--- src/rtl/uart_mmio_if.sv ---
// Register-access port of the memory-mapped UART: byte address, store data/strobe, read data.
interface uart_mmio_if;
  logic [31:0] uart_addr;
  logic [31:0] uart_write_data;
  logic        uart_wen;
  logic [31:0] uart_read_data;

  modport master (
    output uart_addr,
    output uart_write_data,
    output uart_wen,
    input  uart_read_data
  );

  modport slave (
    input  uart_addr,
    input  uart_write_data,
    input  uart_wen,
    output uart_read_data
  );
endinterface

--- src/rtl/uart_mmio.sv ---
// Memory-mapped 8N1 UART: TX FIFO + transmitter, receiver with one holding register,
// STATUS and BAUDDIV registers, combinational register reads.
module uart_mmio #(
  parameter int unsigned TX_DEPTH    = 8,
  parameter logic [15:0] DEFAULT_DIV = 16'd433
) (
  input  logic       clk,
  input  logic       rst,
  uart_mmio_if.slave bus,
  output logic       uart_txd,
  input  logic       uart_rxd,
  output logic       uart_irq
);
  localparam int PW = $clog2(TX_DEPTH);
  localparam logic [PW:0] FULL_CNT = TX_DEPTH[PW:0];

  typedef enum logic [1:0] {TX_IDLE, TX_START, TX_DATA, TX_STOP} tx_state_t;
  typedef enum logic [1:0] {RX_IDLE, RX_START, RX_DATA, RX_STOP} rx_state_t;

  logic [1:0] reg_sel;
  logic       wr_tx, wr_rx, wr_stat, wr_baud;
  logic       unused_bus_bits;

  assign reg_sel = bus.uart_addr[3:2];
  assign wr_tx   = bus.uart_wen && (reg_sel == 2'd0);
  assign wr_rx   = bus.uart_wen && (reg_sel == 2'd1);
  assign wr_stat = bus.uart_wen && (reg_sel == 2'd2);
  assign wr_baud = bus.uart_wen && (reg_sel == 2'd3);
  assign unused_bus_bits = ^{bus.uart_addr[31:4], bus.uart_addr[1:0], bus.uart_write_data[31:16]};

  logic [15:0] baud_div;

  always_ff @(posedge clk) begin
    if (rst)          baud_div <= DEFAULT_DIV;
    else if (wr_baud) baud_div <= bus.uart_write_data[15:0];
  end

  logic [7:0]    fifo_mem [TX_DEPTH];
  logic [PW-1:0] wr_ptr, rd_ptr;
  logic [PW:0]   fifo_cnt;
  logic          fifo_full, fifo_empty, fifo_push, tx_pop, tx_drop_set;

  assign fifo_full   = (fifo_cnt == FULL_CNT);
  assign fifo_empty  = (fifo_cnt == '0);
  // A full FIFO still accepts a store when the transmitter pops in the same cycle
  assign fifo_push   = wr_tx && (!fifo_full || tx_pop);
  assign tx_drop_set = wr_tx && fifo_full && !tx_pop;

  always_ff @(posedge clk) begin
    if (fifo_push) fifo_mem[wr_ptr] <= bus.uart_write_data[7:0];
  end

  always_ff @(posedge clk) begin
    if (rst) begin
      wr_ptr   <= '0;
      rd_ptr   <= '0;
      fifo_cnt <= '0;
    end else begin
      if (fifo_push) wr_ptr <= wr_ptr + 1'b1;
      if (tx_pop)    rd_ptr <= rd_ptr + 1'b1;
      case ({fifo_push, tx_pop})
        2'b10:   fifo_cnt <= fifo_cnt + 1'b1;
        2'b01:   fifo_cnt <= fifo_cnt - 1'b1;
        default: fifo_cnt <= fifo_cnt;
      endcase
    end
  end

  tx_state_t   tx_state, tx_state_nxt;
  logic [15:0] tx_cnt;
  logic [2:0]  tx_bit;
  logic [7:0]  tx_shift;
  logic        txd_q, tx_tick, tx_busy;

  assign tx_tick  = (tx_cnt == 16'd0);
  assign tx_busy  = (tx_state != TX_IDLE);
  assign uart_txd = txd_q;

  always_comb begin
    tx_state_nxt = tx_state;
    tx_pop       = 1'b0;
    case (tx_state)
      TX_IDLE:  if (!fifo_empty) begin
                  tx_pop       = 1'b1;
                  tx_state_nxt = TX_START;
                end
      TX_START: if (tx_tick) tx_state_nxt = TX_DATA;
      TX_DATA:  if (tx_tick && tx_bit == 3'd7) tx_state_nxt = TX_STOP;
      TX_STOP:  if (tx_tick) begin
                  // Back-to-back frames: the next start bit follows the stop bit directly
                  if (!fifo_empty) begin
                    tx_pop       = 1'b1;
                    tx_state_nxt = TX_START;
                  end else begin
                    tx_state_nxt = TX_IDLE;
                  end
                end
      default:  tx_state_nxt = TX_IDLE;
    endcase
  end

  always_ff @(posedge clk) begin
    if (rst) begin
      tx_state <= TX_IDLE;
      txd_q    <= 1'b1;
      tx_cnt   <= 16'd0;
      tx_bit   <= 3'd0;
    end else begin
      tx_state <= tx_state_nxt;
      if (tx_pop) begin
        tx_shift <= fifo_mem[rd_ptr];
        txd_q    <= 1'b0;
        tx_cnt   <= baud_div;
      end else if (tx_busy) begin
        if (tx_tick) begin
          tx_cnt <= baud_div;
          case (tx_state)
            TX_START: begin
              txd_q    <= tx_shift[0];
              tx_shift <= tx_shift >> 1;
              tx_bit   <= 3'd0;
            end
            TX_DATA: begin
              if (tx_bit == 3'd7) begin
                txd_q <= 1'b1;
              end else begin
                txd_q    <= tx_shift[0];
                tx_shift <= tx_shift >> 1;
                tx_bit   <= tx_bit + 3'd1;
              end
            end
            default: txd_q <= 1'b1;
          endcase
        end else begin
          tx_cnt <= tx_cnt - 16'd1;
        end
      end
    end
  end

  // Receive: two-stage synchronizer, then a third stage for falling-edge detection
  logic        rxd_p0, rxd_p1, rxd_p2;
  logic        rx_fall, rx_tick, rx_stop_evt;
  logic [16:0] div_plus1;
  logic [15:0] rx_half;
  rx_state_t   rx_state, rx_state_nxt;
  logic [15:0] rx_cnt;
  logic [2:0]  rx_bit;
  logic [7:0]  rx_shift;

  assign rx_fall     = rxd_p2 && !rxd_p1;
  assign rx_tick     = (rx_cnt == 16'd0);
  assign div_plus1   = {1'b0, baud_div} + 17'd1;
  assign rx_half     = div_plus1[16:1];
  assign rx_stop_evt = (rx_state == RX_STOP) && rx_tick;

  always_ff @(posedge clk) begin
    if (rst) begin
      rxd_p0 <= 1'b1;
      rxd_p1 <= 1'b1;
      rxd_p2 <= 1'b1;
    end else begin
      rxd_p0 <= uart_rxd;
      rxd_p1 <= rxd_p0;
      rxd_p2 <= rxd_p1;
    end
  end

  always_comb begin
    rx_state_nxt = rx_state;
    case (rx_state)
      RX_IDLE:  if (rx_fall) rx_state_nxt = RX_START;
      RX_START: if (rx_tick) rx_state_nxt = rxd_p1 ? RX_IDLE : RX_DATA;
      RX_DATA:  if (rx_tick && rx_bit == 3'd7) rx_state_nxt = RX_STOP;
      RX_STOP:  if (rx_tick) rx_state_nxt = RX_IDLE;
      default:  rx_state_nxt = RX_IDLE;
    endcase
  end

  always_ff @(posedge clk) begin
    if (rst) begin
      rx_state <= RX_IDLE;
      rx_cnt   <= 16'd0;
      rx_bit   <= 3'd0;
    end else begin
      rx_state <= rx_state_nxt;
      if (rx_state == RX_IDLE) begin
        if (rx_fall) rx_cnt <= rx_half;
      end else if (rx_tick) begin
        rx_cnt <= baud_div;
        if (rx_state == RX_START) rx_bit <= 3'd0;
        if (rx_state == RX_DATA) begin
          rx_shift <= {rxd_p1, rx_shift[7:1]};
          rx_bit   <= rx_bit + 3'd1;
        end
      end else begin
        rx_cnt <= rx_cnt - 16'd1;
      end
    end
  end

  logic       rx_valid, rx_overrun, rx_frame_err, tx_drop;
  logic [7:0] rx_byte;
  logic       rx_load, ovr_set, ferr_set;

  // A pop in the same cycle as a completed byte frees the holding register first
  assign rx_load  = rx_stop_evt && rxd_p1 && (!rx_valid || wr_rx);
  assign ovr_set  = rx_stop_evt && rxd_p1 && rx_valid && !wr_rx;
  assign ferr_set = rx_stop_evt && !rxd_p1;

  always_ff @(posedge clk) begin
    if (rst) begin
      rx_valid     <= 1'b0;
      rx_byte      <= 8'd0;
      rx_overrun   <= 1'b0;
      rx_frame_err <= 1'b0;
      tx_drop      <= 1'b0;
    end else begin
      if (rx_load) begin
        rx_valid <= 1'b1;
        rx_byte  <= rx_shift;
      end else if (wr_rx) begin
        rx_valid <= 1'b0;
      end
      if (ovr_set)                                       rx_overrun   <= 1'b1;
      else if (wr_stat && bus.uart_write_data[3])        rx_overrun   <= 1'b0;
      if (ferr_set)                                      rx_frame_err <= 1'b1;
      else if (wr_stat && bus.uart_write_data[5])        rx_frame_err <= 1'b0;
      if (tx_drop_set)                                   tx_drop      <= 1'b1;
      else if (wr_stat && bus.uart_write_data[6])        tx_drop      <= 1'b0;
    end
  end

  assign uart_irq = rx_valid;

  always_comb begin
    bus.uart_read_data = 32'd0;
    case (reg_sel)
      2'd1:    bus.uart_read_data = {rx_valid, 23'd0, rx_byte};
      2'd2:    bus.uart_read_data = {25'd0, tx_drop, rx_frame_err, tx_busy,
                                     rx_overrun, rx_valid, fifo_empty, fifo_full};
      2'd3:    bus.uart_read_data = {16'd0, baud_div};
      default: bus.uart_read_data = 32'd0;
    endcase
  end
endmodule

--- src/flat_wrapper.sv ---
// flat-port wrapper written by rule: the top's interface ports become plain ports
module uart_mmio_flat 
#(
  parameter int unsigned TX_DEPTH    = 8,
  parameter logic [15:0] DEFAULT_DIV = 16'd433
)
  (clk, rst, uart_txd, uart_rxd, uart_irq, bus_uart_addr, bus_uart_write_data, bus_uart_wen, bus_uart_read_data);
  uart_mmio_if bus_i ();
  input  logic clk;
  input  logic rst;
  output logic uart_txd;
  input  logic uart_rxd;
  output logic uart_irq;
  input wire logic [$bits(bus_i.uart_addr)-1:0] bus_uart_addr;
  input wire logic [$bits(bus_i.uart_write_data)-1:0] bus_uart_write_data;
  input wire logic [$bits(bus_i.uart_wen)-1:0] bus_uart_wen;
  output wire logic [$bits(bus_i.uart_read_data)-1:0] bus_uart_read_data;
  assign bus_i.uart_addr = bus_uart_addr;
  assign bus_i.uart_write_data = bus_uart_write_data;
  assign bus_i.uart_wen = bus_uart_wen;
  assign bus_uart_read_data = bus_i.uart_read_data;
  uart_mmio #(.TX_DEPTH(TX_DEPTH), .DEFAULT_DIV(DEFAULT_DIV)) u_core (.clk(clk), .rst(rst), .bus(bus_i), .uart_txd(uart_txd), .uart_rxd(uart_rxd), .uart_irq(uart_irq));
endmodule
--- config.mk ---
export PLATFORM = sky130hd
export DESIGN_NAME = uart_mmio_flat
export DESIGN_NICKNAME = d
export VERILOG_FILES = /design/src/rtl/uart_mmio_if.sv /design/src/rtl/uart_mmio.sv /design/src/flat_wrapper.sv
export SDC_FILE = /design/constraint.sdc
export NUM_CORES = 1
export LEC_CHECK = 0
export ABC_CLOCK_PERIOD_IN_PS = 6500
export CAP_MARGIN = 40
export CORE_UTILIZATION = 30
export CTS_CLUSTER_DIAMETER = 80
export DETAILED_ROUTE_END_ITERATION = 8
export GPL_ROUTABILITY_DRIVEN = 0
export PLACE_DENSITY = 0.55
export SYNTH_ARGS = -nofsm -noshare
export SYNTH_HDL_FRONTEND = slang
export SYNTH_SLANG_ARGS = --single-unit
export TNS_END_PERCENT = 100
--- constraint.sdc ---
create_clock -name clk -period 6.5 [get_ports clk]
set_input_delay 0.65 -clock clk [delete_from_list [all_inputs] [get_ports clk]]
set_output_delay 0.65 -clock clk [all_outputs]
set_load 0.05 [all_outputs]
==> metrics, run 1 <==
clock-pin slew on the worst setup and hold paths around 60 ps; Die ar. 28150 um^2; drt total wl 19860 um; M3 GR Usage 0.02445; root buf cell clkbuf_16; grt met1 use 0.1998; status finished, final reports clean; switching power 1.355 mW; setup TNS 0 ps; Flop pwr share 0.362; Main synth FF type dfxtp_1; FF/Latch Area 4144 um^2; max-slew violation count 0; Slew @ Worst Pin about 840 ps; reg2reg setup slack about 2800 ps; final instance area ~9600 um^2; H-tree levels 4; Final period util 0.6171; Power Internal 2.345 mW; Initial Util 0.3059; Top Ports between 100 and 150; min-delay src u_core.rxd_p0; Post-Syn Area per Cell 10.38 um^2; fraction of layout cells with a size suffix above 1 0.1089; CP Cell Sequence clkdlybuf4s50_1 > nor2b_1 > a22o_1 > clkdlybuf4s50_1; drt first pass iters 8; met2 usage 0.2264; crit path kind primary input to output pin; Reg2Reg Depth 8; Net Sw Frac 0.3662; setup violation total in the final timing report 0; worst vdd ir 0.2316 mV; most used cell, CP clkdlybuf4s50_1; Yosys warning count 0; Critical Path RT 5850 ps; worst-path fanout max 24; global-route wire length before repair 31770 um; Worst path top cell family by delay buffers and inverters; Tmin final 4011 ps; fillers 2634; routed len/inst 16.88 um; Cell Area, Placed 8971 um^2; diode count 0; buffer and inverter count on the worst path 2; RR Startpoint u_core.tx_state[0]; commonest non-fill, non-tap cell in the layout dfxtp_1; Setup Buffers After CTS 0; grt total ovfl 0; MaxCap Viol Count 0; hold_buf cts 0; Initial DRC Count 465; Startpoint Class primary input; Logic pwr share 0.359; DR vias 6078; most crowded layer after global routing met2; Synth Register Bits roughly 170; GRT Util Overall 0.1433; placed wire-length estimate 13610 um; Die Wd 167.8 um; antenna violations before repair 0; unrepaired setup endpoints after global routing false; synthesized area 8244 um^2; critical path endpoint category output pin; hold-critical path depth 1; Num Clock Sinks 167; Hold/Removal Path Class register to register; Post-synth ARST share 0; Post-Syn Instances 794; Post-synth EDFFs 80; Fin. Hold Viols 0; Worst-Skew Late Latency 430 ps; final net count 911; CTS tree done; Yosys cell types 68; Layout area overhead 16.09%; clock share of power 0.279; r2r endpoint u_core.fifo_mem[2][6]; crit path DAT 3360 ps; vias in the first global route 5763; Tot Pwr ~3.7 mW; Pleak 3.429 nW; Multi-input gate area around 3800 um^2; slowest stage delay, CP just over 1000 ps; largest net degree at the start of global routing 59; Min Hold Slack 412.4 ps; hold path endpoint u_core.rxd_p1; Slew HR 0.4373; residual DRC count 0; post_cts resized 0; fmax 249.3 MHz; most frequent cells in the layout 87 x dfxtp_1, 81 x nand2_1, 80 x edfxtp_1, 56 x nor2_1, 50 x a21oi_1; CTS buffer count 17; antenna-violating nets left 0; power density cells 386.6 nW/um^2; Core Box Area 26950 um^2; crit path max-delay cell type clkdlybuf4s50_1; vias per cell 5.164; clock buffer depth 2; register area share after synthesis 0.5027; die height 167.8 um; Placement Rows 60; Clock Skew 9.300 ps; port buffer count 40
-- registers in the layout (all words and copies together), names as in the netlist, 2 cells and up, named ones only --
register	count
u_core.baud_div	16
u_core.rx_cnt	16
u_core.rx_shift	8
u_core.rx_bit	3
u_core.tx_cnt	16
u_core.wr_ptr	3
u_core.fifo_mem	64
u_core.tx_shift	8
u_core.fifo_cnt	4
u_core.rd_ptr	3
u_core.tx_bit	3
u_core.tx_state	2
u_core.rx_byte	8
-- layout make-up --
type	instances	area share
flip-flops and latches	167	0.4330
multi-input cells	561	0.3972
repair buffers	56	0.05478
well taps	341	0.04458
clock buffers	17	0.04445
clock inverters	15	0.01817
inverters	20	0.007844
-- metal layers --
| metal | routed length (um) | vias up |
|---|---|---|
| met1 | 9576 | 2927 |
| met5 | 0 | - |
| met2 | 9129 | 153 |
| met3 | 920 | 19 |
| met4 | 238 | 0 |
| li1 | - | 2979 |
-- worst reg2reg max path, cell delays in order (launching register included) --
cell     delay, ps
dfxtp_1        330
inv_1          140
ha_1           530
inv_1          270
nor3_1         540
a41o_1         410
o21ai_0        290
nor3_1         620
buf_4          280
-- worst max path at each step --
stage                             to  slack, ps              from  cells past startpoint
5_1_grt        bus_uart_read_data[6]       2340  bus_uart_addr[2]                      4
2_1_floorplan  u_core.fifo_mem[0][0]       3400  u_core.tx_cnt[0]                      8
3_5_place_dp   bus_uart_read_data[4]       2510  bus_uart_addr[2]                      4
3_3_place_gp   bus_uart_read_data[4]       2480  bus_uart_addr[2]                      4
6_report       bus_uart_read_data[4]       2490  bus_uart_addr[2]                      4
4_1_cts        bus_uart_read_data[4]       2510  bus_uart_addr[2]                      4
-- power by group through the flow --
stage | clock network (mW) | registers, mW | logic [mW]
floorplan | 0 | 1.33 | 1.02
global placement | 0 | 1.36 | 1.30
detailed placement | 0 | 1.36 | 1.32
CTS | 1.05 | 1.34 | 1.33
global route | 1.09 | 1.36 | 1.47
finish | 1.03 | 1.34 | 1.33
-- cells in the mapped netlist, types with 4 or more instances --
cell	instances	area (um^2)
a211o_1	7	61.31
a211oi_1	8	60.06
a21oi_1	50	250.2
a22o_1	8	70.07
and3_1	14	87.58
buf_1	7	26.28
buf_4	15	112.6
clkbuf_1	36	135.1
dfxtp_1	87	1742
edfxtp_1	80	2402
ha_1	20	250.2
inv_1	19	71.32
mux2_2	9	101.4
mux2i_1	30	300.3
mux4_2	16	360.4
nand2_1	81	304.0
nand2b_1	6	37.54
nand3_1	23	115.1
nand4_1	11	68.82
nor2_1	56	210.2
nor2b_1	11	68.82
nor3_1	25	125.1
nor4_1	12	75.07
o211ai_1	14	105.1
o21ai_0	40	200.2
o22ai_1	5	31.28
o31ai_1	4	30.03
o32ai_1	4	35.03
or2_2	4	25.02
or3_1	12	75.07
or4_1	5	37.54
xnor2_1	13	113.9
xor2_1	10	87.58
-- cell families (layout without fill, tap and decap cells) --
logic type                 Yosys count  in the layout  synth area share
DFF                                167            167            0.5027
other                                1             15         0.0004549
adders and majority gates           20             20           0.03035
and+or+nand+nor                    277            277            0.1686
muxes                               56             56           0.09379
buffers and inverters               80            108           0.04432
AOI/OAI and AO/OA                  170            170            0.1354
xor gates and xnor gates            23             23           0.02443
-- metrics by stage --
stage               worst slack (ps)    util  cells
floorplan                       3398       -    808
global placement                2477  0.3303   1137
detailed placement              2510  0.3329   1145
CTS                             2508  0.3551   1177
global route                    2340  0.3551   1177
finish                          2489  0.3551   1177
Note: power is estimated with default switching activity, not from simulation.
==> run 2: changes to the inputs <==
Settings changed: ABC_CLOCK_PERIOD_IN_PS 6500 to 4100.
Clock period 6.5 ns to 4.1 ns, I/O delays scaled along.
==> metrics, run 2 (same netlist as run 1, synthesis figures left out) <==
Num Clock Sinks around 170; Top Ports slightly above 100; fraction of layout cells with a size suffix above 1 0.1165; Clock Skew between 9 and 10 ps; Setup Buffers After CTS 0; CTS buffer count 17; Largest register FFs 64; RR Startpoint u_core.tx_cnt[0]; Critical Path RT between 3000 and 4000 ps; clock buffer depth 2; root buf cell clkbuf_16; Die Wd 167.8 um; Core Box Area roughly 27000 um^2; crit path DAT 2760 ps; H-tree levels 4; Slew @ Worst Pin 798.7 ps; Worst-Skew Late Latency 440 ps; Placed Cells 1150; Pleak between 3 and 4 nW; Layout area overhead 16.54%; Tot Pwr 5.929 mW; global-route wire length before repair 32600 um; worst-path fanout max 24; diode count 0; power density cells 617.1 nW/um^2; reg2reg setup slack ~1100 ps; Die ar. 28150 um^2; CP endpoint bus_uart_read_data[0]; Hold/Removal Path Class primary input to register; residual DRC count 0; Reg2Reg Depth 8; Final period util 0.7742; Tmin final 3174 ps; final net count between 900 and 1000; Top reg by flops u_core.fifo_mem; DR vias between 6000 and 7000; fmax 315.1 MHz; drt total wl 20190 um; antenna violations before repair 0; GRT Util Overall 0.1485; non-filler cells, final 1182; Initial Util 0.3059; Placement Rows 60; Slew HR 0.4675; CTS tree done; post_cts resized 0; status finished, final reports clean; commonest non-fill, non-tap cell in the layout dfxtp_1; Startpoint Class primary input; unrepaired setup endpoints after global routing false; crit path from bus_uart_addr[2]; setup TNS 0 ps; largest net degree at the start of global routing 60; port buffer count 40; clock-pin slew on the worst setup and hold paths roughly 70 ps; worst vdd ir 0.3390 mV; max-slew violation count 0; die height 167.8 um; Initial DRC Count approximately 470; placed wire-length estimate 13570 um; most frequent cells in the layout 87 x dfxtp_1, 81 x nand2_1, 80 x edfxtp_1, 56 x nor2_1, 50 x a21oi_1; vias in the first global route ~6000; setup violation total in the final timing report 0; Fin. Hold Viols 0; MaxCap Viol Count 0; crit path kind primary input to output pin; grt total ovfl 0; critical path endpoint category output pin; antenna-violating nets left 0; r2r endpoint u_core.fifo_mem[3][1]; routed len/inst around 17 um; vias per cell ~5.2; hold_buf cts 0; drt first pass iters 5
run 2: changes by cell type in the layout (fill, tap and decap cells not counted), moves of 2 or more:
cell	change
clkbuf_1	+2
buf_4	+7
inv_6	+3
clkinv_1	-5
run 2: layout make-up:
class | instances | area, um^2
Fill cell | 2688 | 17340
Sequential cell | 167 | 4144
Multi-Input combinational cell | 561 | 3796
Timing Repair Buffer | 61 | 556.8
Clock buffer | 20 | 457.9
Tap cell | 341 | 426.7
Clock inverter | 12 | 151.4
Inverter | 20 | 75.07
run 2: how the worst min path moves through the flow:
stage                     depth (start not counted)               end  slack [ps]           from
final                                             2  u_core.rx_bit[0]         300            rst
after global routing                              2  u_core.rx_bit[1]         300            rst
after CTS                                         2  u_core.rx_bit[0]         300            rst
after detailed placement                          1     u_core.rxd_p1         400  u_core.rxd_p0
after global placement                            1     u_core.rxd_p1         400  u_core.rxd_p0
after floorplan                                   1     u_core.rxd_p1         390  u_core.rxd_p0
run 2: critical path, stage by stage:
cell	delay (ps)
clkdlybuf4s50_1	450
buf_4	260
nor2b_1	560
a22o_1	260
clkdlybuf4s50_1	810
run 2: per-layer routing:
layer	GRT usage	wire [um]
met1	0.2029	9655
met2	0.2313	9315
met3	0.02821	770
met4	0.05903	449
met5	0	0
run 2: per-stage QoR:
stage	instance area, um^2	utilization	setup WS, ps	hold WS [ps]
after floorplan	8297	-	997.9	389.5
after global placement	8987	0.3335	952.8	395.3
after detailed placement	8999	0.3339	946.9	402.9
after CTS	9608	0.3565	929.3	298.8
after global routing	9608	0.3565	811.7	304.7
final	9608	0.3565	926.0	304.2
run 2: power breakdown:
part           switching, mW  leakage (nW)  internal [mW]
Combinational           1.28          1.73          0.842
Sequential             0.206          1.43           1.93
Clock                  0.716         0.296          0.956
==> run 3: changes to the inputs <==
Settings changed: ABC_CLOCK_PERIOD_IN_PS 4100 to 3200.
Clock period 4.1 ns to 3.2 ns, I/O delays scaled along.
==> metrics, run 3 (same netlist as run 1, synthesis figures left out) <==
Pleak 3.528 nW; Fin. Hold Viols 0; antenna violations before repair 0; Core Box Area 26950 um^2; vias in the first global route 5948; Initial DRC Count 475; diode count 0; MaxCap Viol Count 0; CP Cell Sequence inv_1 > ha_1 > or3b_1 > nor4_4 > a41o_1 > o21ai_0 > nor3_1 > buf_4; Critical Path RT 3340 ps; worst-path fanout max 6; setup violation total in the final timing report 0; root buf cell clkbuf_16; Final period util 0.8945; placed wire-length estimate 13840 um; fillers roughly 2600; Startpoint Class register; GRT Util Overall 0.1485; clock buffer depth 2; Slew @ Worst Pin 818.6 ps; slowest stage delay, CP approximately 470 ps; largest net degree at the start of global routing 66; power density cells about 800 nW/um^2; vias per cell 5.238; worst vdd ir 0.5136 mV; drt first pass iters 5; Die Wd 167.8 um; setup TNS 0 ps; port buffer count 40; critical path endpoint category register; Num Clock Sinks between 150 and 200; post_cts resized 0; final net count between 900 and 1000; crit path DAT 3000 ps; global-route wire length before repair 32730 um; max-slew violation count 0; Initial Util 0.3059; Tmin final 2862 ps; grt total ovfl 0; Placement Rows 60; clock-pin slew on the worst setup and hold paths 70 ps; Setup Buffers After CTS 0; Layout area overhead 18.08%; Min Hold Slack 334.5 ps; crit path max-delay cell type or3b_1; Top Ports ~100; Hold/Removal Path Class primary input to register; antenna-violating nets left 0; drt total wl 20310 um; fraction of layout cells with a size suffix above 1 0.1343; commonest non-fill, non-tap cell in the layout dfxtp_1; Top reg by flops u_core.fifo_mem; H-tree levels 4; fmax 349.4 MHz; DR vias 6233; Tot Pwr around 7.6 mW; non-filler cells, final 1190; status finished, final reports clean; CTS tree done; Worst path top cell family by delay simple AND/OR/NAND/NOR gates; die height 167.8 um; CTS buffer count 17; Slew HR 0.4535; Worst-Skew Late Latency 430 ps; Placed Cells around 1200; buffer and inverter count on the worst path 2; Clock Skew 17.12 ps; hold_buf cts 0; routed len/inst between 15 and 20 um; crit path kind register to register; Die ar. 28150 um^2; most frequent cells in the layout 87 x dfxtp_1, 81 x nand2_1, 80 x edfxtp_1, 56 x nor2_1, 50 x a21oi_1; Largest register FFs 64; unrepaired setup endpoints after global routing false; residual DRC count 0
-- run 3: metrics by stage --
| step | setup slack (ps) | area [um^2] | util |
|---|---|---|---|
| after floorplan | 97.90 | 8297 | - |
| after global placement | 337.0 | 9133 | 0.3389 |
| after detailed placement | 332.7 | 9133 | 0.3389 |
| after CTS | 305.9 | 9734 | 0.3612 |
| after global routing | 105.0 | 9734 | 0.3612 |
| final | 337.7 | 9734 | 0.3612 |
-- run 3: cell type report --
| type | instances | area (um^2) | share of cell area |
|---|---|---|---|
| flip-flops and latches | 167 | 4144 | 0.4257 |
| multi-input cells | 561 | 3794 | 0.3897 |
| repair buffers | 69 | 693.2 | 0.07121 |
| well taps | 341 | 426.7 | 0.04383 |
| clock buffers | 17 | 425.4 | 0.04370 |
| clock inverters | 15 | 176.4 | 0.01812 |
| inverters | 20 | 75.07 | 0.007712 |
-- run 3: power by group --
part,switching (mW),total [mW],internal [mW]
logic,1.62,2.73,1.11
clock network,0.975,2.10,1.12
registers,0.279,2.76,2.48
-- run 3: path summary, 6_finish.rpt --
path / start / end / slack [ps] / cells past startpoint
worst min-delay path: rst / u_core.rx_cnt[5] / 330 / 4
worst min register to register: u_core.rxd_p0 / u_core.rxd_p1 / 420 / 1
worst max-delay path: u_core.tx_cnt[0] / u_core.fifo_mem[3][4] / 340 / 8
worst max register to register: u_core.tx_cnt[0] / u_core.fifo_mem[3][4] / 340 / 8
-- run 3: worst reg2reg max path: stages, from the launching register on --
cell and delay, ps:
dfxtp_1 320, inv_1 100, ha_1 190, or3b_1 470, nor4_4 390, a41o_1 330
o21ai_0 230, nor3_1 320, buf_4 230
-- run 3: routing by layer --
layer / global-route usage / share of wire
met1: 0.2063 / 0.48
met2: 0.2332 / 0.46
met3: 0.02891 / 0.041
met4: 0.04507 / 0.013
met5: 0 / 0
==> RTL change 1 (settings of run 3) <==
`TX_DEPTH` is set to 8 in 2 places; all go to 32.
--- a/src/rtl/uart_mmio.sv
+++ b/src/rtl/uart_mmio.sv
@@ -1,7 +1,7 @@
 // Memory-mapped 8N1 UART: TX FIFO + transmitter, receiver with one holding register,
 // STATUS and BAUDDIV registers, combinational register reads.
 module uart_mmio #(
-  parameter int unsigned TX_DEPTH    = 8,
+  parameter int unsigned TX_DEPTH    = 32,
   parameter logic [15:0] DEFAULT_DIV = 16'd433
 ) (
   input  logic       clk,
--- a/src/flat_wrapper.sv
+++ b/src/flat_wrapper.sv
@@ -1,7 +1,7 @@
 // flat-port wrapper written by rule: the top's interface ports become plain ports
 module uart_mmio_flat 
 #(
-  parameter int unsigned TX_DEPTH    = 8,
+  parameter int unsigned TX_DEPTH    = 32,
   parameter logic [15:0] DEFAULT_DIV = 16'd433
 )
   (clk, rst, uart_txd, uart_rxd, uart_irq, bus_uart_addr, bus_uart_write_data, bus_uart_wen, bus_uart_read_data);
Check against the original RTL: no difference found for any inputs over 4 cycles, from zero or initial values and one cycle with rst high; that may be too few to reach the edited logic, so the function may still have changed.
==> RTL change 1 against run 3 <==
The flow now finishes with violations (DRC). Via count increased by 61%. Worst setup slack lost 0.12 ns. Cell area up 97%. Clock power increased by 130%. Synthesized cell count increased by 50%. Wire length up 88%. Area after synthesis rose by 96%. Sequential cell count up 200. Power is 100% higher. Critical endpoint is now u_core.fifo_mem[15][3]. Largest cell class unchanged. Highest routed layer unchanged.
==> RTL change 1: results <==
set metrics [dict create \
    nets 1368 \
    met1_usage_pct 19.3 \
    drc 7 \
    num-fill-cells 5127 \
    whs_ns 0.311 \
    synthCells 1188 \
    grt.total_usage_pct 14.2 \
    hpwlAfterDp_um 25000 \
    synth_edf_count 272 \
    clockBufferDepth 3 \
    vdd_drop_max_uv 508 \
    vias_per_cell 5.03 \
    outcome "complete, but fails checks" \
    synth.distinct_cells 77 \
    fin_util_pct 36.2 \
    use_met3_pct 2.86 \
    hold_path_end "u_core.baud_div[12]" \
    dp_slack_ns 0.144 \
    violations "DRC" \
    ys_seq_area_share_pct 62.2 \
    grt_pass1_vias 10000 \
    cp_max_fo 8 \
    synth.area.top_cells "edfxtp_1 50%, dfxtp_1 12%, mux4_2 9.2%" \
    met2_length_um 18100 \
    synthXorXnorAreaFrac_pct 1.30 \
    arrival_ns 3.20 \
    synth_common_cells "272 x edfxtp_1, 99 x nor2_1, 95 x dfxtp_1" \
    avgRoutedWirePerCell_um 19.2 \
    tightestPinTransition_ns 0.838 \
    postPlaceCellArea_um2 17800 \
    htree_levels 2 \
    clock_skew_ns 0.0172 \
    slowest_stage "or4b_1" \
    hp-start "bus_uart_write_data[12]" \
]
==> RTL change 1: worst max-delay path by stage <==
stage,endpoint,slack [ns],cells past startpoint
after floorplan,u_core.tx_shift[0],0.21,7
after global placement,u_core.fifo_mem[1][3],0.18,10
after detailed placement,u_core.fifo_mem[20][2],0.14,10
after CTS,u_core.fifo_mem[0][0],0.13,10
after global routing,u_core.fifo_mem[15][5],0.05,8
final,u_core.fifo_mem[15][3],0.22,8
==> RTL change 1: power groups by stage <==
stage          logic (mW)  registers, mW  clock network (mW)
6_report             4.67           5.77                4.87
3_5_place_dp         4.66           5.87                   0
3_3_place_gp         4.60           5.85                   0
4_1_cts              4.68           5.77                5.01
2_1_floorplan        3.50           5.68                   0
5_1_grt              5.14           5.81                5.17
==> RTL change 1: area by class of cell <==
cell class | instances | share of cell area (%)
multi-input combinational | 728 | 29.7
sequential | 367 | 52.5
timing repair buffer | 118 | 5.66
clock inverter | 22 | 1.43
clock buffer | 52 | 5.83
tap | 688 | 4.48
inverter | 21 | 0.411
==> RTL change 2 (flow settings as in run 3) <==
Made on the original files. Put one more register stage on the output `uart_txd`, without a reset. The value now appears one clock later. The other outputs are not delayed to match.
--- a/src/rtl/uart_mmio.sv
+++ b/src/rtl/uart_mmio.sv
@@ -74,7 +74,9 @@
 
   assign tx_tick  = (tx_cnt == 16'd0);
   assign tx_busy  = (tx_state != TX_IDLE);
-  assign uart_txd = txd_q;
+  always_ff @(posedge clk) begin
+    uart_txd <= txd_q;
+  end
 
   always_comb begin
     tx_state_nxt = tx_state;
Check against the original RTL: not equivalent (Yosys sat finds a counterexample within 4 cycles, from zero or initial values and one cycle with rst high).
==> RTL change 2 against run 3 <==
Final cell count rose by 3.8%. Clock skew up 0.00081 ns. Critical endpoint is now u_core.fifo_cnt[2]. Fmax up 7.6%. Largest power group is now combinational cells. Die area rose by 2.1%. Sequential share of layout area down 0.85 points. Power grew 14%. Cell area rose by 2.5%. Wire length rose by 3.9%. Sequential cell count rose by 1. Area after synthesis increased by 2.1%. Via count hardly changed. Worst setup slack gained 0.20 ns.
==> RTL change 2: results <==
set metrics [dict create \
    vias_per_cell 5.05 \
    ys_seq_area_share_pct 49.5 \
    slew_headroom_pct 44.0 \
    grt.total_usage_pct 15.3 \
    fin_util_pct 36.6 \
    nets 938 \
    synthFlopType "dfxtp_1" \
    postPlaceCellArea_um2 9360 \
    drt_iter0_drc 508 \
    wl_met3_um 749 \
    cellLeakagePower_nw 3.48 \
    synth.distinct_cells 75 \
    clock_skew_ns 0.0179 \
    synth.area.top_cells "edfxtp_1 29%, dfxtp_1 21%, mux4_2 4.3%" \
    synth_edf_count 80 \
    highest_layer "met4" \
    met2_length_um 10000 \
    cts_buffers 17 \
    grt_max_degree 46 \
    wl_met1_um 10100 \
    grt_pass1_vias 6101 \
    vdd_drop_max_uv 423 \
    wl_um 21100 \
    num-fill-cells 2685 \
    final_layout_size_suffix_gt1_share_pct 14.8 \
    clk_pin_slew_worst_paths_ns 0.07 \
    grt_pass1_wl_um 34100 \
    synth_common_cells "88 x dfxtp_1, 80 x edfxtp_1, 73 x nand2_1" \
    outcome "complete, no violations" \
    post_cts_buffers 0 \
    min_path_type "reg2reg" \
    slowest_stage "nor3_1" \
    antenna_found_initial 0 \
    hpwlAfterDp_um 14500 \
    crit_path_max_incr_delay_ns 0.43 \
    post_cts_resized 0 \
]
## RTL change 2: cell types whose count changed in the layout (fill, tap and decap cells not counted), sizes merged, moves of 7 or more
cell | before | now
a21oi | 50 | 42
nand2 | 81 | 73
nand3 | 23 | 15
nor2 | 56 | 72
nor4b | 0 | 7
## RTL change 2: final timing paths
check | start | cells after the start | end | slack (ns)
worst max-delay path | u_core.tx_state[1] | 8 | u_core.fifo_cnt[2] | 0.54
worst max register to register | u_core.tx_state[1] | 8 | u_core.fifo_cnt[2] | 0.54
worst min register to register | u_core.txd_q | 0 | u_core.uart_txd | 0.36
worst min-delay path | u_core.txd_q | 0 | u_core.uart_txd | 0.36
## RTL change 2: critical path: cells and delay by family, from the launching register on
family / cells / cell delay, ns
buf+inv: 1 / 0.11
flops: 1 / 0.38
simple gates: 1 / 0.43
xor+xnor: 1 / 0.17
fa+ha+maj: 2 / 0.56
compound gates: 2 / 0.52
mux: 1 / 0.36
## RTL change 2: area by class of cell
class | instances | area (µm²) | area share [%]
Sequential cell | 168 | 4160 | 41.7
Multi-Input combinational cell | 571 | 3940 | 39.5
Timing Repair Buffer | 72 | 713 | 7.15
Tap cell | 372 | 465 | 4.66
Clock buffer | 17 | 425 | 4.26
Clock inverter | 15 | 196 | 1.97
Inverter | 20 | 75.1 | 0.752
## RTL change 2: report_power, final
part / leakage [nW] / internal (mW) / total [mW] / switching (mW)
clock network: 0.303 / 1.09 / 2.15 / 1.07
registers: 1.44 / 2.55 / 2.88 / 0.333
logic: 1.74 / 1.47 / 3.57 / 2.10
total: 3.48 / 5.11 / 8.61 / 3.50
## RTL change 2: per-layer routing
metal  track usage [%]  up-vias
met5                 0        -
met4              4.19        0
met3              2.96       15
met2              25.3      124
met1              20.4     3033
li1                  -     3067
## RTL change 2: through the flow
| step | instances | setup WS (ns) | power [mW] | hold slack (ns) |
|---|---|---|---|---|
| global route | 1235 | 0.252 | 9.23 | 0.380 |
| global placement | 1203 | 0.409 | 6.48 | 0.348 |
| CTS | 1235 | 0.537 | 8.69 | 0.363 |
| detailed placement | 1203 | 0.387 | 6.51 | 0.352 |
| floorplan | 824 | 0.199 | 5.54 | 0.331 |
| finish | 1235 | 0.540 | 8.61 | 0.364 |
## RTL change 2: kinds of logic after synthesis
group | after synthesis | synth area share (%)
AOI/OAI and AO/OA | 166 | 13.0
buffers and inverters | 85 | 4.59
other | 1 | 0.0445
and+or+nand+nor | 296 | 18.9
xor gates and xnor gates | 23 | 2.39
DFF | 168 | 49.5
adders and majority gates | 20 | 2.97
muxes | 51 | 8.60
